$ cat src/rtl/isa_pkg.sv
// Shared ISA definitions for the instruction encoder and decoder.
// Holds class codes, opcodes, error codes and instruction field positions.
package isa_pkg;

  typedef enum logic [1:0] {
    CLS_MEM = 2'b00,
    CLS_ALU = 2'b01,
    CLS_JMP = 2'b10,
    CLS_RSV = 2'b11
  } cls_e;

  localparam logic [3:0] ALU_ADD = 4'b0000;
  localparam logic [3:0] ALU_IMM = 4'b1010;

  localparam logic [2:0] JC_JMP = 3'b110;
  localparam logic [2:0] JC_NOP = 3'b111;

  typedef enum logic [1:0] {
    ERR_NONE = 2'b00,
    ERR_RSV  = 2'b01,
    ERR_IMM  = 2'b10,
    ERR_OVF  = 2'b11
  } err_e;

  // Instruction field positions, common to encoder and decoder
  localparam int unsigned CLS_LSB     = 14;
  localparam int unsigned MEM_ST_BIT  = 13;
  localparam int unsigned MEM_RD_LSB  = 10;
  localparam int unsigned MEM_RS1_LSB = 7;
  localparam int unsigned MEM_IMM_W   = 7;
  localparam int unsigned ALU_OP_LSB  = 10;
  localparam int unsigned ALU_RD_LSB  = 6;
  localparam int unsigned ALU_RS1_LSB = 3;
  localparam int unsigned ALU_RS2_LSB = 0;
  localparam int unsigned ALU_IMM_W   = 6;
  localparam int unsigned JC_LSB      = 11;
  localparam int unsigned JB_RS1_LSB  = 8;
  localparam int unsigned JB_RS2_LSB  = 5;
  localparam int unsigned JT_RD_LSB   = 2;

  typedef struct packed {
    cls_e        cls;
    logic        store;
    logic [3:0]  op;
    logic [2:0]  rd;
    logic [2:0]  rs1;
    logic [2:0]  rs2;
    logic [15:0] imm;
  } desc_t;

endpackage

$ cat src/rtl/instr_pack.sv
// Combinational descriptor-to-instruction packer with legality check.
module instr_pack
  import isa_pkg::*;
(
  input  desc_t       desc_i,
  output logic [15:0] word_o,
  output logic        legal_o,
  output err_e        err_o
);

  always_comb begin
    word_o = '0;
    err_o  = ERR_NONE;
    word_o[CLS_LSB +: 2] = desc_i.cls;
    unique case (desc_i.cls)
      CLS_MEM: begin
        word_o[MEM_ST_BIT]           = desc_i.store;
        word_o[MEM_RD_LSB +: 3]      = desc_i.rd;
        word_o[MEM_RS1_LSB +: 3]     = desc_i.rs1;
        word_o[0 +: MEM_IMM_W]       = desc_i.imm[MEM_IMM_W-1:0];
        if (|desc_i.imm[15:MEM_IMM_W]) err_o = ERR_IMM;
      end
      CLS_ALU: begin
        word_o[ALU_OP_LSB +: 4] = desc_i.op;
        word_o[ALU_RD_LSB +: 3] = desc_i.rd;
        if (desc_i.op == ALU_IMM) begin
          word_o[0 +: ALU_IMM_W] = desc_i.imm[ALU_IMM_W-1:0];
          if (|desc_i.imm[15:ALU_IMM_W]) err_o = ERR_IMM;
        end else begin
          word_o[ALU_RS1_LSB +: 3] = desc_i.rs1;
          word_o[ALU_RS2_LSB +: 3] = desc_i.rs2;
        end
      end
      CLS_JMP: begin
        word_o[JC_LSB +: 3] = desc_i.op[2:0];
        case (desc_i.op[2:0])
          JC_NOP:  word_o[JC_LSB-1:0] = '0;
          JC_JMP:  word_o[JT_RD_LSB +: 3] = desc_i.rd;
          default: begin
            word_o[JB_RS1_LSB +: 3] = desc_i.rs1;
            word_o[JB_RS2_LSB +: 3] = desc_i.rs2;
          end
        endcase
      end
      default: err_o = ERR_RSV;
    endcase
  end

  assign legal_o = (err_o == ERR_NONE);

endmodule

$ cat src/rtl/instr_encoder.sv
// Streaming instruction encoder: packs descriptors and writes them to IMEM
// sequentially from a programmable base address.
module instr_encoder
  import isa_pkg::*;
#(
  parameter int unsigned ADDR_W = 8
) (
  input  logic              clk,
  input  logic              rst,
  input  logic              start,
  input  logic [ADDR_W-1:0] base_addr,
  input  logic              in_valid,
  output logic              in_ready,
  input  logic [1:0]        in_cls,
  input  logic              in_store,
  input  logic [3:0]        in_op,
  input  logic [2:0]        in_rd,
  input  logic [2:0]        in_rs1,
  input  logic [2:0]        in_rs2,
  input  logic [15:0]       in_imm,
  input  logic              in_last,
  output logic              im_we,
  output logic [ADDR_W-1:0] im_addr,
  output logic [15:0]       im_wdata,
  input  logic              im_ready,
  output logic              busy,
  output logic              done,
  output logic              err,
  output logic [1:0]        err_code,
  output logic [ADDR_W:0]   word_count
);

  typedef enum logic [1:0] {S_IDLE, S_RUN, S_FLUSH, S_ERR} state_e;

  state_e            state_q, state_d;
  logic [ADDR_W:0]   addr_ctr_q, addr_ctr_d;
  logic              wr_pend_q, wr_pend_d;
  logic [ADDR_W-1:0] im_addr_q, im_addr_d;
  logic [15:0]       im_wdata_q, im_wdata_d;
  logic [ADDR_W:0]   word_count_q, word_count_d;
  logic              err_q, err_d;
  err_e              err_code_q, err_code_d;
  logic              done_q, done_d;

  desc_t       desc;
  logic [15:0] pk_word;
  logic        pk_legal;
  err_e        pk_err;
  logic        accept, wr_done, overflow;

  always_comb begin
    desc       = '0;
    desc.cls   = cls_e'(in_cls);
    desc.store = in_store;
    desc.op    = in_op;
    desc.rd    = in_rd;
    desc.rs1   = in_rs1;
    desc.rs2   = in_rs2;
    desc.imm   = in_imm;
  end

  instr_pack u_pack (
    .desc_i  (desc),
    .word_o  (pk_word),
    .legal_o (pk_legal),
    .err_o   (pk_err)
  );

  assign im_we    = wr_pend_q && !rst;
  assign wr_done  = im_we && im_ready;
  assign in_ready = (state_q == S_RUN) && !start && (!wr_pend_q || im_ready);
  assign accept   = in_valid && in_ready;
  assign overflow = addr_ctr_q[ADDR_W];

  // addr_ctr tracks the next address to allocate; since the output register is
  // one deep this equals the handshake-advanced address of the next word.
  always_comb begin
    state_d      = state_q;
    addr_ctr_d   = addr_ctr_q;
    wr_pend_d    = wr_pend_q;
    im_addr_d    = im_addr_q;
    im_wdata_d   = im_wdata_q;
    word_count_d = word_count_q;
    err_d        = err_q;
    err_code_d   = err_code_q;
    done_d       = 1'b0;

    if (wr_done) begin
      wr_pend_d    = 1'b0;
      word_count_d = word_count_q + 1'b1;
      if (state_q == S_FLUSH) begin
        done_d  = 1'b1;
        state_d = S_IDLE;
      end
    end

    if (accept) begin
      if (!pk_legal) begin
        err_d      = 1'b1;
        err_code_d = pk_err;
        state_d    = S_ERR;
      end else if (overflow) begin
        err_d      = 1'b1;
        err_code_d = ERR_OVF;
        state_d    = S_ERR;
      end else begin
        wr_pend_d  = 1'b1;
        im_addr_d  = addr_ctr_q[ADDR_W-1:0];
        im_wdata_d = pk_word;
        addr_ctr_d = addr_ctr_q + 1'b1;
        if (in_last) state_d = S_FLUSH;
      end
    end

    if (start) begin
      state_d      = S_RUN;
      addr_ctr_d   = {1'b0, base_addr};
      wr_pend_d    = 1'b0;
      word_count_d = '0;
      err_d        = 1'b0;
      err_code_d   = ERR_NONE;
      done_d       = 1'b0;
    end
  end

  always_ff @(posedge clk) begin
    if (rst) begin
      state_q      <= S_IDLE;
      addr_ctr_q   <= '0;
      wr_pend_q    <= 1'b0;
      im_addr_q    <= '0;
      im_wdata_q   <= '0;
      word_count_q <= '0;
      err_q        <= 1'b0;
      err_code_q   <= ERR_NONE;
      done_q       <= 1'b0;
    end else begin
      state_q      <= state_d;
      addr_ctr_q   <= addr_ctr_d;
      wr_pend_q    <= wr_pend_d;
      im_addr_q    <= im_addr_d;
      im_wdata_q   <= im_wdata_d;
      word_count_q <= word_count_d;
      err_q        <= err_d;
      err_code_q   <= err_code_d;
      done_q       <= done_d;
    end
  end

  assign im_addr    = im_addr_q;
  assign im_wdata   = im_wdata_q;
  assign word_count = word_count_q;
  assign err        = err_q;
  assign err_code   = err_code_q;
  assign done       = done_q;
  assign busy       = (state_q == S_RUN) || (state_q == S_FLUSH);

endmodule

$ cat config.mk
export PLATFORM = sky130hd
export DESIGN_NAME = instr_encoder
export DESIGN_NICKNAME = d
export VERILOG_FILES = /design/src/rtl/isa_pkg.sv /design/src/rtl/instr_pack.sv /design/src/rtl/instr_encoder.sv
export SDC_FILE = /design/constraint.sdc
export NUM_CORES = 1
export LEC_CHECK = 0
export ABC_AREA = 1
export BUFFER_PORTS_ARGS = -buffer_cell sky130_fd_sc_hd__buf_2
export CORE_AREA = 3 3 80 82
export DETAILED_ROUTE_END_ITERATION = 10
export DIE_AREA = 0 0 83 85
export PLACE_DENSITY = 0.67
export SETUP_SLACK_MARGIN = 0.5
export SLEW_MARGIN = 20
export SYNTH_ARGS = -nofsm -noshare
export SYNTH_HDL_FRONTEND = slang
export SYNTH_SLANG_ARGS = --single-unit
$ cat constraint.sdc
create_clock -name clk -period 3.5 [get_ports clk]
set_clock_uncertainty 0.05 [all_clocks]
set_input_delay 0.175 -clock clk [delete_from_list [all_inputs] [get_ports clk]]
set_output_delay 0.175 -clock clk [all_outputs]
set_load 0.02 [all_outputs]
==> results.py <==
metrics = {
    "logic_synthesis": {
        "yosys.area.top_type_share": 0.379,
        "synthDominantAreaCellType": "dfxtp_1",
        "yosysUniqueCellTypes": 41,
        "avgSynthCellArea_um2": 6.80,
        "yosys_warnings": 0,
        "synth-seq-cells": 49,
        "syn_area_um2": 2590,
        "synthCells": 381,
        "yosysSeqAreaShare": 0.379,
        "syn-num-nets": 432,
        "ys_top_cells_by_area": "dfxtp_1 (38%), nor2_1 (12%), nand2_1 (9.7%), o21ai_0 (7.1%), inv_1 (5.6%)",
    },
    "placed_design": {
        "pre_cts_slack_ns": 1.26,
        "numPortBuffers": 85,
        "gp_congestion": 0.933,
        "place_hpwl_um": 5050,
    },
    "sta": {
        "max_freq_mhz": 444,
        "slew_viol_final": 0,
        "worst_pin_slew_ns": 0.863,
        "finalCritPeriodShare": 0.643,
        "setup_violations": 0,
        "grt_setup_unrepaired": "no",
        "slew-limit-headroom": 0.424,
        "period_needed_ns": 2.25,
        "setup_ws_ns": 1.25,
        "finalSetupTns_ns": 0,
        "hold_viol": 0,
    },
    "min_path": {
        "hold_class": "in2reg",
        "hold_depth": 5,
        "hold-path-endpoint": "im_wdata[4]",
        "hold_path.startpoint": "in_imm[4]",
    },
    "floorplanning": {
        "initial_core_util": 0.446,
        "dieWidth_um": 83,
        "pin_count": 86,
        "die_height_um": 85,
        "coreArea_um2": 5820,
        "num_rows": 28,
        "dieArea_um2": 7060,
    },
    "job": {
        "maxCapViolCount": 0,
    },
    "setup_path": {
        "r2r_end": "im_wdata[6]",
        "r2r-start": "state_q[0]",
        "worstPathMaxFanout": 29,
        "cp.arrival_ns": 2.41,
        "path_class": "reg2reg",
        "cp-end-kind": "register",
        "startpoint": "state_q[0]",
        "worstRegToRegCells": 10,
        "critPathRequiredTime_ns": 3.66,
        "start_kind": "register",
        "rrSetupSlack_ns": 1.25,
    },
    "global_route": {
        "antenna_found_initial": 0,
        "grt_pass1_wl_um": 11300,
        "grt_max_degree": 34,
        "track_usage": 0.193,
        "grt.overflow.total": 0,
        "grt_pass1_vias": 2466,
    },
    "clock_network": {
        "cts_tree": "yes",
        "cts_buffer_depth": 2,
        "post_cts_buffers": 0,
        "h-tree-depth": 2,
        "path_clk_slew_ns": 0.10,
        "clock_latency_ns": 0.31,
        "hold_buffers": 0,
        "cts-root-buf": "clkbuf_8",
        "ctsResizeCount": 0,
        "cts_sinks": 49,
        "cts_buffers": 5,
    },
    "finish": {
        "syn_to_final_growth_pct": 21.0,
        "nets": 513,
        "diodes": 0,
        "drive_gt1_frac": 0.248,
    },
    "drt": {
        "viasPerCell": 4.97,
        "drt_first_iter_violations": 132,
        "antenna_left": 0,
        "drtPass1Iterations": 4,
        "drcViolationCount": 0,
        "post_drt_wl_per_cell_um": 12.1,
        "vias": 2672,
        "drt-total-wl_um": 6520,
    },
    "power": {
        "ir_worst_vdd_uv": 183,
        "p_leak_nw": 1.50,
        "total_power_mw": 1.13,
        "power.density_nw_per_um2": 362,
    },
    "run_status": {
        "outcome": "finished clean",
    },
}
==> metal layers <==
metal	track usage	routed length [um]	vias to the layer above
met2	0.312	3010	76
met5	0	0	-
met4	0.0535	54	0
met1	0.258	3010	1182
li1	-	-	1410
met3	0.0476	440	4
==> placed cells by master, fill, tap and decap left out, types with 9 or more instances in the layout <==
master   Yosys  final
nand4_1      9      9
buf_2        4     85
nand3_1     17     17
dfxtp_1     49     49
o21ai_0     37     37
nor2_2      10     10
nor2_1      80     80
nand2_1     67     67
inv_1       39     39
a21oi_1     19     19
==> report_power, final <==
group          switching [mW]  internal (mW)  leakage (nW)
Sequential             0.0181          0.577         0.398
Clock                   0.210          0.146        0.0423
Combinational           0.114         0.0711          1.06
==> Yosys cell counts (all sizes together) <==
master and count:
nand2 69, a21boi 1, o21a 3, ha 5, o22ai 1, o211ai 3, nand3b 1, a31oi 2
a22o 1, inv 43, nor3 3, clkbuf 5, a221oi 2, nor3b 1, o221ai 2, or2 1
nand3 17, nor4 1, nor2 91, dfxtp 49, a221o 1, clkinv 1, nand4 11, a22oi 2
a21oi 20, o21ai 38, o31ai 1, buf 6
==> critical path: stages (launching register included) <==
cell     delay (ns)
dfxtp_1        0.40
ha_1           0.16
o21ai_1        0.06
nor2_1         0.11
nand2_1        0.12
inv_1          0.20
nand4_4        0.31
inv_2          0.52
nand2_1        0.10
nand2_1        0.08
nor2_1         0.05
==> worst max path at each step <==
stage | end | slack (ns)
detailed placement | im_wdata[6] | 1.26
global route | im_wdata[3] | 0.95
global placement | im_wdata[3] | 1.35
CTS | im_wdata[6] | 1.24
floorplan | im_wdata[1] | 1.58
finish | im_wdata[6] | 1.25
==> sequential cells by signal, summed over array words and instances (netlist names) <==
name	count
im_wdata	16
addr_ctr_q	9
word_count	9
im_addr	8
err_code	2
state_q	2
done	1
err	1
wr_pend_q	1
==> stage by stage <==
| step | area [um^2] | util | hold slack [ns] | instances |
|---|---|---|---|---|
| final | 3130 | 0.539 | 0.157 | 538 |
| after global placement | 3040 | 0.523 | 0.387 | 530 |
| after global routing | 3130 | 0.539 | 0.167 | 538 |
| after floorplan | 2590 | - | 0.289 | 381 |
| after CTS | 3130 | 0.539 | 0.130 | 538 |
| after detailed placement | 3040 | 0.523 | 0.392 | 530 |
==> kinds of logic after synthesis <==
logic type / Yosys count / share of synthesized area
AND/OR/NAND/NOR: 195 / 0.335
buffers and inverters: 55 / 0.0922
AO/OA/AOI/OAI: 77 / 0.170
adder cells (fa/ha/maj): 5 / 0.0241
flip-flops: 49 / 0.379
==> final cells by class <==
cell class | instances | area, um^2
clock buffers | 5 | 68.8
flip-flops and latches | 49 | 981
multi-input cells | 277 | 1370
inverters | 44 | 168
well taps | 75 | 93.8
repair buffers | 85 | 425
clock inverters | 3 | 26.3
fillers | 621 | 2680
Power figures use the tool's default switching activity.
